### src/rtl/alu_arbiter_if.sv
// rtl/alu_arbiter_if.sv - requester, response and shared-ALU signal bundle for alu_arbiter
interface alu_arbiter_if #(
    parameter int DW = 16,
    parameter int RW = 38
);
    logic          req0_valid;
    logic [1:0]    req0_op;
    logic [DW-1:0] req0_a;
    logic [DW-1:0] req0_b;
    logic          req0_gnt;
    logic          req1_valid;
    logic [1:0]    req1_op;
    logic [DW-1:0] req1_a;
    logic [DW-1:0] req1_b;
    logic          req1_gnt;
    logic          rsp0_valid;
    logic [RW-1:0] rsp0_data;
    logic          rsp0_ready;
    logic          rsp1_valid;
    logic [RW-1:0] rsp1_data;
    logic          rsp1_ready;
    logic [1:0]    alu_control;
    logic [DW-1:0] alu_in1;
    logic [DW-1:0] alu_in2;
    logic [RW-1:0] alu_result;
    logic          busy;

    modport slave (
        input  req0_valid, req0_op, req0_a, req0_b,
        input  req1_valid, req1_op, req1_a, req1_b,
        input  rsp0_ready, rsp1_ready, alu_result,
        output req0_gnt, req1_gnt,
        output rsp0_valid, rsp0_data, rsp1_valid, rsp1_data,
        output alu_control, alu_in1, alu_in2, busy
    );

    modport master (
        output req0_valid, req0_op, req0_a, req0_b,
        output req1_valid, req1_op, req1_a, req1_b,
        output rsp0_ready, rsp1_ready, alu_result,
        input  req0_gnt, req1_gnt,
        input  rsp0_valid, rsp0_data, rsp1_valid, rsp1_data,
        input  alu_control, alu_in1, alu_in2, busy
    );
endinterface

### src/rtl/alu_arbiter.sv
// rtl/alu_arbiter.sv - two-requester round-robin front end for a shared fixed-latency ALU
module alu_arbiter #(
    parameter int LATENCY = 3,
    parameter int DW      = 16,
    parameter int RW      = 38
) (
    input logic         clk,
    input logic         reset,
    alu_arbiter_if.slave bus
);
    logic               ptr;
    logic [LATENCY:0]   sr_valid;
    logic [LATENCY:0]   sr_tag;
    logic               rsp0_valid_q;
    logic               rsp1_valid_q;
    logic [RW-1:0]      rsp0_data_q;
    logic [RW-1:0]      rsp1_data_q;
    logic [1:0]         alu_control_q;
    logic [DW-1:0]      alu_in1_q;
    logic [DW-1:0]      alu_in2_q;
    logic               elig0;
    logic               elig1;
    logic               cand0;
    logic               cand1;
    logic               gnt0;
    logic               gnt1;

    // Eligibility looks at registered state only, so an ack this cycle frees the requester next cycle.
    always_comb begin
        elig0 = ~(|(sr_valid & ~sr_tag)) & ~rsp0_valid_q;
        elig1 = ~(|(sr_valid & sr_tag)) & ~rsp1_valid_q;
        cand0 = bus.req0_valid & elig0;
        cand1 = bus.req1_valid & elig1;
        gnt0  = reset & cand0 & (~ptr | ~cand1);
        gnt1  = reset & cand1 & (ptr | ~cand0);
    end

    always_ff @(posedge clk) begin
        if (!reset) begin
            ptr           <= 1'b0;
            sr_valid      <= '0;
            sr_tag        <= '0;
            rsp0_valid_q  <= 1'b0;
            rsp1_valid_q  <= 1'b0;
            rsp0_data_q   <= '0;
            rsp1_data_q   <= '0;
            alu_control_q <= 2'b00;
            alu_in1_q     <= '0;
            alu_in2_q     <= '0;
        end else begin
            if (gnt0 | gnt1) begin
                ptr <= gnt0;
            end
            sr_valid <= {sr_valid[LATENCY-1:0], gnt0 | gnt1};
            sr_tag   <= {sr_tag[LATENCY-1:0], gnt1};

            if (gnt0) begin
                alu_control_q <= bus.req0_op;
                alu_in1_q     <= bus.req0_a;
                alu_in2_q     <= bus.req0_b;
            end else if (gnt1) begin
                alu_control_q <= bus.req1_op;
                alu_in1_q     <= bus.req1_a;
                alu_in2_q     <= bus.req1_b;
            end else begin
                alu_control_q <= 2'b00;
                alu_in1_q     <= '0;
                alu_in2_q     <= '0;
            end

            // A capture and an ack for the same requester cannot coincide: it is ineligible while in flight.
            if (sr_valid[LATENCY] && !sr_tag[LATENCY]) begin
                rsp0_valid_q <= 1'b1;
                rsp0_data_q  <= bus.alu_result;
            end else if (rsp0_valid_q && bus.rsp0_ready) begin
                rsp0_valid_q <= 1'b0;
                rsp0_data_q  <= '0;
            end

            if (sr_valid[LATENCY] && sr_tag[LATENCY]) begin
                rsp1_valid_q <= 1'b1;
                rsp1_data_q  <= bus.alu_result;
            end else if (rsp1_valid_q && bus.rsp1_ready) begin
                rsp1_valid_q <= 1'b0;
                rsp1_data_q  <= '0;
            end
        end
    end

    assign bus.req0_gnt    = gnt0;
    assign bus.req1_gnt    = gnt1;
    assign bus.rsp0_valid  = rsp0_valid_q;
    assign bus.rsp1_valid  = rsp1_valid_q;
    assign bus.rsp0_data   = rsp0_data_q;
    assign bus.rsp1_data   = rsp1_data_q;
    assign bus.alu_control = alu_control_q;
    assign bus.alu_in1     = alu_in1_q;
    assign bus.alu_in2     = alu_in2_q;
    assign bus.busy        = (|sr_valid) | rsp0_valid_q | rsp1_valid_q;
endmodule

### src/flat_wrapper.sv
// flat-port wrapper written by rule: the top's interface ports become plain ports
module alu_arbiter_flat 
#(
    parameter int LATENCY = 3,
    parameter int DW      = 16,
    parameter int RW      = 38
)
  (clk, reset, bus_req0_valid, bus_req0_op, bus_req0_a, bus_req0_b, bus_req1_valid, bus_req1_op, bus_req1_a, bus_req1_b, bus_rsp0_ready, bus_rsp1_ready, bus_alu_result, bus_req0_gnt, bus_req1_gnt, bus_rsp0_valid, bus_rsp0_data, bus_rsp1_valid, bus_rsp1_data, bus_alu_control, bus_alu_in1, bus_alu_in2, bus_busy);
  alu_arbiter_if #(.DW(DW), .RW(RW)) bus_i ();
  input logic clk;
  input logic reset;
  input wire logic [$bits(bus_i.req0_valid)-1:0] bus_req0_valid;
  input wire logic [$bits(bus_i.req0_op)-1:0] bus_req0_op;
  input wire logic [$bits(bus_i.req0_a)-1:0] bus_req0_a;
  input wire logic [$bits(bus_i.req0_b)-1:0] bus_req0_b;
  input wire logic [$bits(bus_i.req1_valid)-1:0] bus_req1_valid;
  input wire logic [$bits(bus_i.req1_op)-1:0] bus_req1_op;
  input wire logic [$bits(bus_i.req1_a)-1:0] bus_req1_a;
  input wire logic [$bits(bus_i.req1_b)-1:0] bus_req1_b;
  input wire logic [$bits(bus_i.rsp0_ready)-1:0] bus_rsp0_ready;
  input wire logic [$bits(bus_i.rsp1_ready)-1:0] bus_rsp1_ready;
  input wire logic [$bits(bus_i.alu_result)-1:0] bus_alu_result;
  output wire logic [$bits(bus_i.req0_gnt)-1:0] bus_req0_gnt;
  output wire logic [$bits(bus_i.req1_gnt)-1:0] bus_req1_gnt;
  output wire logic [$bits(bus_i.rsp0_valid)-1:0] bus_rsp0_valid;
  output wire logic [$bits(bus_i.rsp0_data)-1:0] bus_rsp0_data;
  output wire logic [$bits(bus_i.rsp1_valid)-1:0] bus_rsp1_valid;
  output wire logic [$bits(bus_i.rsp1_data)-1:0] bus_rsp1_data;
  output wire logic [$bits(bus_i.alu_control)-1:0] bus_alu_control;
  output wire logic [$bits(bus_i.alu_in1)-1:0] bus_alu_in1;
  output wire logic [$bits(bus_i.alu_in2)-1:0] bus_alu_in2;
  output wire logic [$bits(bus_i.busy)-1:0] bus_busy;
  assign bus_i.req0_valid = bus_req0_valid;
  assign bus_i.req0_op = bus_req0_op;
  assign bus_i.req0_a = bus_req0_a;
  assign bus_i.req0_b = bus_req0_b;
  assign bus_i.req1_valid = bus_req1_valid;
  assign bus_i.req1_op = bus_req1_op;
  assign bus_i.req1_a = bus_req1_a;
  assign bus_i.req1_b = bus_req1_b;
  assign bus_i.rsp0_ready = bus_rsp0_ready;
  assign bus_i.rsp1_ready = bus_rsp1_ready;
  assign bus_i.alu_result = bus_alu_result;
  assign bus_req0_gnt = bus_i.req0_gnt;
  assign bus_req1_gnt = bus_i.req1_gnt;
  assign bus_rsp0_valid = bus_i.rsp0_valid;
  assign bus_rsp0_data = bus_i.rsp0_data;
  assign bus_rsp1_valid = bus_i.rsp1_valid;
  assign bus_rsp1_data = bus_i.rsp1_data;
  assign bus_alu_control = bus_i.alu_control;
  assign bus_alu_in1 = bus_i.alu_in1;
  assign bus_alu_in2 = bus_i.alu_in2;
  assign bus_busy = bus_i.busy;
  alu_arbiter #(.LATENCY(LATENCY), .DW(DW), .RW(RW)) u_core (.clk(clk), .reset(reset), .bus(bus_i));
endmodule
### config.mk
export PLATFORM = sky130hd
export DESIGN_NAME = alu_arbiter_flat
export DESIGN_NICKNAME = d
export VERILOG_FILES = /design/src/rtl/alu_arbiter_if.sv /design/src/rtl/alu_arbiter.sv /design/src/flat_wrapper.sv
export SDC_FILE = /design/constraint.sdc
export NUM_CORES = 1
export LEC_CHECK = 0
export CAP_MARGIN = 20
export CELL_PAD_IN_SITES_DETAIL_PLACEMENT = 0
export CELL_PAD_IN_SITES_GLOBAL_PLACEMENT = 1
export CORE_MARGIN = 10
export CORE_UTILIZATION = 25
export CTS_CLUSTER_DIAMETER = 200
export CTS_CLUSTER_SIZE = 24
export DETAILED_ROUTE_END_ITERATION = 8
export PLACE_DENSITY = 0.87
export SLEW_MARGIN = 20
export SYNTH_ARGS = -nofsm -noshare
export SYNTH_HDL_FRONTEND = slang
export SYNTH_SLANG_ARGS = --single-unit
### constraint.sdc
create_clock -name clk -period 1.9 [get_ports clk]
set_clock_uncertainty 0.1 [all_clocks]
set_input_delay 0.38 -clock clk [delete_from_list [all_inputs] [get_ports clk]]
set_output_delay 0.38 -clock clk [all_outputs]
set_load 0.005 [all_outputs]
Word level (Yosys, flattened, before mapping)
Index checks and enable logic that the tools add are counted.
- bits of input ports: 112
- register bits after elaboration: 121
- multiplexer cells: 14
- bitwise gates (word level): 23
- reductions and logical operators: 10
- operators by type and width (cell ; count):
    38-bit two-way mux ; 4
    16-bit two-way mux ; 4
    4-bit OR reduction ; 3
    1-bit AND ; 8
    4-bit AND ; 2
    1-bit NOT ; 7
    1-bit OR ; 5
    1-bit logical AND ; 4
    1-bit two-way mux ; 4
    2-bit two-way mux ; 2
    4-bit NOT ; 1
    2-bit nonzero test ; 2
    1-bit zero test ; 1

Longest topological paths before layout
- word-level depth: 11
- depth in mapped cells: 7
- gate-level depth less buffers: 4

Least setup slack after synthesis
No wires, ideal clock.
- kind: register -> output
- start: register u_core.sr_valid[0]
- end: output port bus_req1_gnt
- stages on the path, launching flop included: 5
- data arrival time: 1.474 ns
- setup slack: -0.054 ns
- required time: 1.420 ns
- path buffers: 1
- cell sequence: dfxtp_1 > a222oi_1 > nand4b_2 > a311oi_4 > buf_6
- word-level cells in the longest chain between the ends: 8
- elaborated cells on any way between the ends: 14
- RTL lines (what ; RTL line ; text):
    start: declaration ; alu_arbiter.sv:12 ; logic [LATENCY:0] sr_valid;
    start signal: assignment ; alu_arbiter.sv:54 ; sr_valid <= {sr_valid[LATENCY-1:0], gnt0 | gnt1};
    4-bit AND ; alu_arbiter.sv:30 ; elig0 = ~(|(sr_valid & ~sr_tag)) & ~rsp0_valid_q;
    4-bit OR reduction ; alu_arbiter.sv:30 ;
    1-bit NOT ; alu_arbiter.sv:30 ;
    1-bit AND ; alu_arbiter.sv:30 ;
    1-bit AND ; alu_arbiter.sv:32 ; cand0 = bus.req0_valid & elig0;
    1-bit NOT ; alu_arbiter.sv:35 ; gnt1 = reset & cand1 & (ptr | ~cand0);
    1-bit OR ; alu_arbiter.sv:35 ;
    1-bit AND * ; alu_arbiter.sv:35 ;
    end: declaration ; flat_wrapper.sv:24 ; output wire logic [$bits(bus_i.req1_gnt)-1:0] bus_req1_gnt;
Every way passes the cells marked *; elsewhere a longest branch is shown, timed or not.

Worst setup path in the final report
Same ends and word-level chain as after synthesis.

==> flow_summary.yaml <==
outcome:
  run_status: "finished, violations left"
  violations: "negative setup slack"
finish:
  drive_gt1_share_pct: 11.80
  diodes: 0
  ff_latch_area_um2: 2427
  final_cells: 843
  multiInputGateArea_um2: 1421
  syn_to_final_growth_pct: 82.05
  fillers: 1488
  final_nets: 726
synthesis:
  synthDistinctLibCells: 22
  yosysTopAreaCellShare_pct: 60.86
  synthTopCellsByCount: "dfxtp_1 (121), nor2_1 (81), a22oi_1 (76)"
  async_flop_share_pct: 0
  synth_most_common_cell: "dfxtp_1"
  synth.yosys.seq_area_share_pct: 60.86
  synthTopCellsByArea: "dfxtp_1 (61%), a22oi_1 (14%), nor2_1 (7.6%)"
  synth_flop_cell: "dfxtp_1"
  ys_seq_elements: 121
  yosysTopAreaCell: "dfxtp_1"
  synth_nets: 487
  syn_inst: 375
  syn_avg_cell_area_um2: 10.61
  netlist_area_um2: 3980
  synth_edf_count: 0
  ys_warn_count: 0
critical_path:
  endpoint_kind: "output pin"
  reg2reg_to: "u_core.bus.alu_in2[5]"
  worstReg2RegStart: "u_core.sr_valid[0]"
  crit_chain: "a222oi_1 > nand4b_2 > buf_6 > a311oi_4 > buf_2"
  crit_type: "flip-flop to output pin"
  critPathArrivalTime_ns: 1.82
  cp-startpoint: "u_core.sr_valid[0]"
  cp-start-kind: "flip-flop"
  crit_required_ns: 1.42
  cp_slowest_stage_delay_ns: 0.36
  ff2ff_setup_slack_ns: -0.08
  worstPathMaxFanout: 3
  cp_slowest_cell: "a222oi_1"
  reg2regPathDepth: 6
timing:
  fin_ws_ns: -0.3958
  period_needed_ns: 2.296
  hold_viol_final: 0
  slew_violations: 0
  fin_tns_setup_ns: -2.986
  slew_headroom_pct: 42.27
  setup_viol: 36
  rsz0062_at_grt: "true"
  clock.fmax_mhz: 435.6
  tightest_slew_ns: 0.8660
  min_period_over_period_pct: 120.8
die:
  ioPinCount: 227
  dieArea_um2: 21370
  dieHeight_um: 146.2
  initial_core_util_pct: 25.24
  dieWidth_um: 146.2
  core_area_um2: 15770
  num_rows: 46
power:
  cellLeakagePower_nw: 2.691
  switching_share_pct: 21.23
  pwr-share-comb_pct: 10.0
  power_switching_mw: 1.429
  power.share.clock_pct: 50.6
  finalPower_mw: 6.734
  p_int_mw: 5.304
  power_density_nw_per_um2: 929.3
  pwr-share-seq_pct: 39.5
  vdd_drop_max_mv: 0.5524
cts:
  insertion_delay_ns: 0.40
  htree_levels: 4
  root_buffer: "clkbuf_16"
  cts_sinks: 121
  numCtsBuffers: 17
  cts_tree: "done"
  clk_pin_slew_ns: 0.06
  cts.path.max_buffers: 2
route:
  first_iter_violations: 168
  wl_um: 16090
  routedWlPerCell_um: 19.09
  dr_total_vias: 4001
  drc: 0
  postRouteAntennaNets: 0
  detail_route.vias_per_cell: 4.746
  drt_first_pass_iters: 5
place:
  io_buffers: 226
  dpl.cell_count: 805
  finalWeightedCongestion: 0.7849
  dp_hpwl_um: 11520
  place_ws_ns: -0.5897
job:
  drv_cap: 0
min_path:
  hold_depth: 1
  worstHoldStart: "u_core.ptr"
  holdCritPathClass: "flip-flop to flip-flop"
  hold_path_end: "u_core.ptr"
global_routing:
  grt_pass1_vias: 4148
  grt_util_all_layers_pct: 14.69
  antenna_found_initial: 0
  grt_overflow: 0
  grt_max_degree: 85
  grt_first_pass_wirelength_um: 24940
timing repair:
item	in CTS	in global routing
endpoints found under the setup margin	77	37
gates cloned	1	0
gates resized for setup	20	6
setup buffers	6	1
pin swaps	5	5
hold buffers	0	0
cells by family after synthesis:
family / Yosys count / synth area share [%]
flip-flops: 121 / 60.86
AO/OA/AOI/OAI: 121 / 24.30
AND/OR/NAND/NOR: 94 / 9.840
buffers and inverters: 39 / 4.999
cell type report:
| type | count | area share (%) |
|---|---|---|
| timing repair buffer | 252 | 34.09 |
| sequential | 121 | 33.50 |
| multi-input combinational | 216 | 19.62 |
| clock buffer | 23 | 6.873 |
| tap | 216 | 3.730 |
| clock inverter | 9 | 1.882 |
| inverter | 6 | 0.3108 |
power groups by stage:
stage | clock, mW | sequential [mW] | combinational, mW
4_1_cts | 3.49 | 2.66 | 0.671
5_1_grt | 3.61 | 2.66 | 0.720
6_report | 3.40 | 2.66 | 0.671
3_3_place_gp | 0 | 2.71 | 0.641
3_5_place_dp | 0 | 2.71 | 0.653
2_1_floorplan | 0 | 2.71 | 0.187
metal layers:
| metal | vias to the layer above | global-route usage [%] | wire [um] |
|---|---|---|---|
| li1 | 1842 | - | - |
| met1 | 1924 | 17.19 | 6848 |
| met2 | 227 | 23.16 | 7360 |
| met3 | 8 | 7.540 | 1787 |
| met4 | 0 | 3.954 | 95 |
| met5 | - | 0 | 0 |
cell usage in the layout, fill, tap and decap left out, types with 3 or more instances in the layout:
master / count
dfxtp_1: 117
buf_4: 22
dfxtp_2: 4
nor2_1: 81
bufinv_16: 3
and2_1: 4
buf_6: 4
inv_1: 5
nand2_1: 3
clkbuf_8: 5
a21oi_4: 3
a21oi_1: 3
a22oi_1: 76
clkbuf_16: 17
a22o_1: 34
clkdlybuf4s50_1: 221
flip-flops by register name (all words and copies together), names as in the netlist:
signal,cells
u_core.bus.alu_in2,16
u_core.bus.alu_control,2
u_core.bus.rsp1_valid,1
u_core.bus.alu_in1,16
u_core.sr_valid,4
u_core.ptr,1
u_core.bus.rsp1_data,38
u_core.bus.rsp0_data,38
u_core.bus.rsp0_valid,1
u_core.sr_tag,4
metrics by stage:
step / utilization (%) / hold slack (ns) / instance area, um2
floorplan: - / 0.3286 / 3980
global placement: 41.45 / 0.3535 / 6536
detailed placement: 41.45 / 0.3728 / 6536
CTS: 45.77 / 0.3811 / 7218
global route: 45.95 / 0.4056 / 7246
finish: 45.95 / 0.3855 / 7246
critical path: cells and delay by family, from the launching register on:
family	cells	cell delay (ns)
compound gates	2	0.56
buf+inv	2	0.33
flops	1	0.33
simple gates	1	0.19
how the worst max path moves through the flow:
stage | slack, ns | cells past startpoint | end
after global routing | -0.51 | 5 | bus_req1_gnt
final | -0.40 | 5 | bus_req1_gnt
after global placement | -0.57 | 4 | bus_req0_gnt
after CTS | -0.40 | 5 | bus_req1_gnt
after detailed placement | -0.59 | 4 | bus_req0_gnt
after floorplan | -0.05 | 4 | bus_req1_gnt
Note: power is estimated with default switching activity, not from simulation.
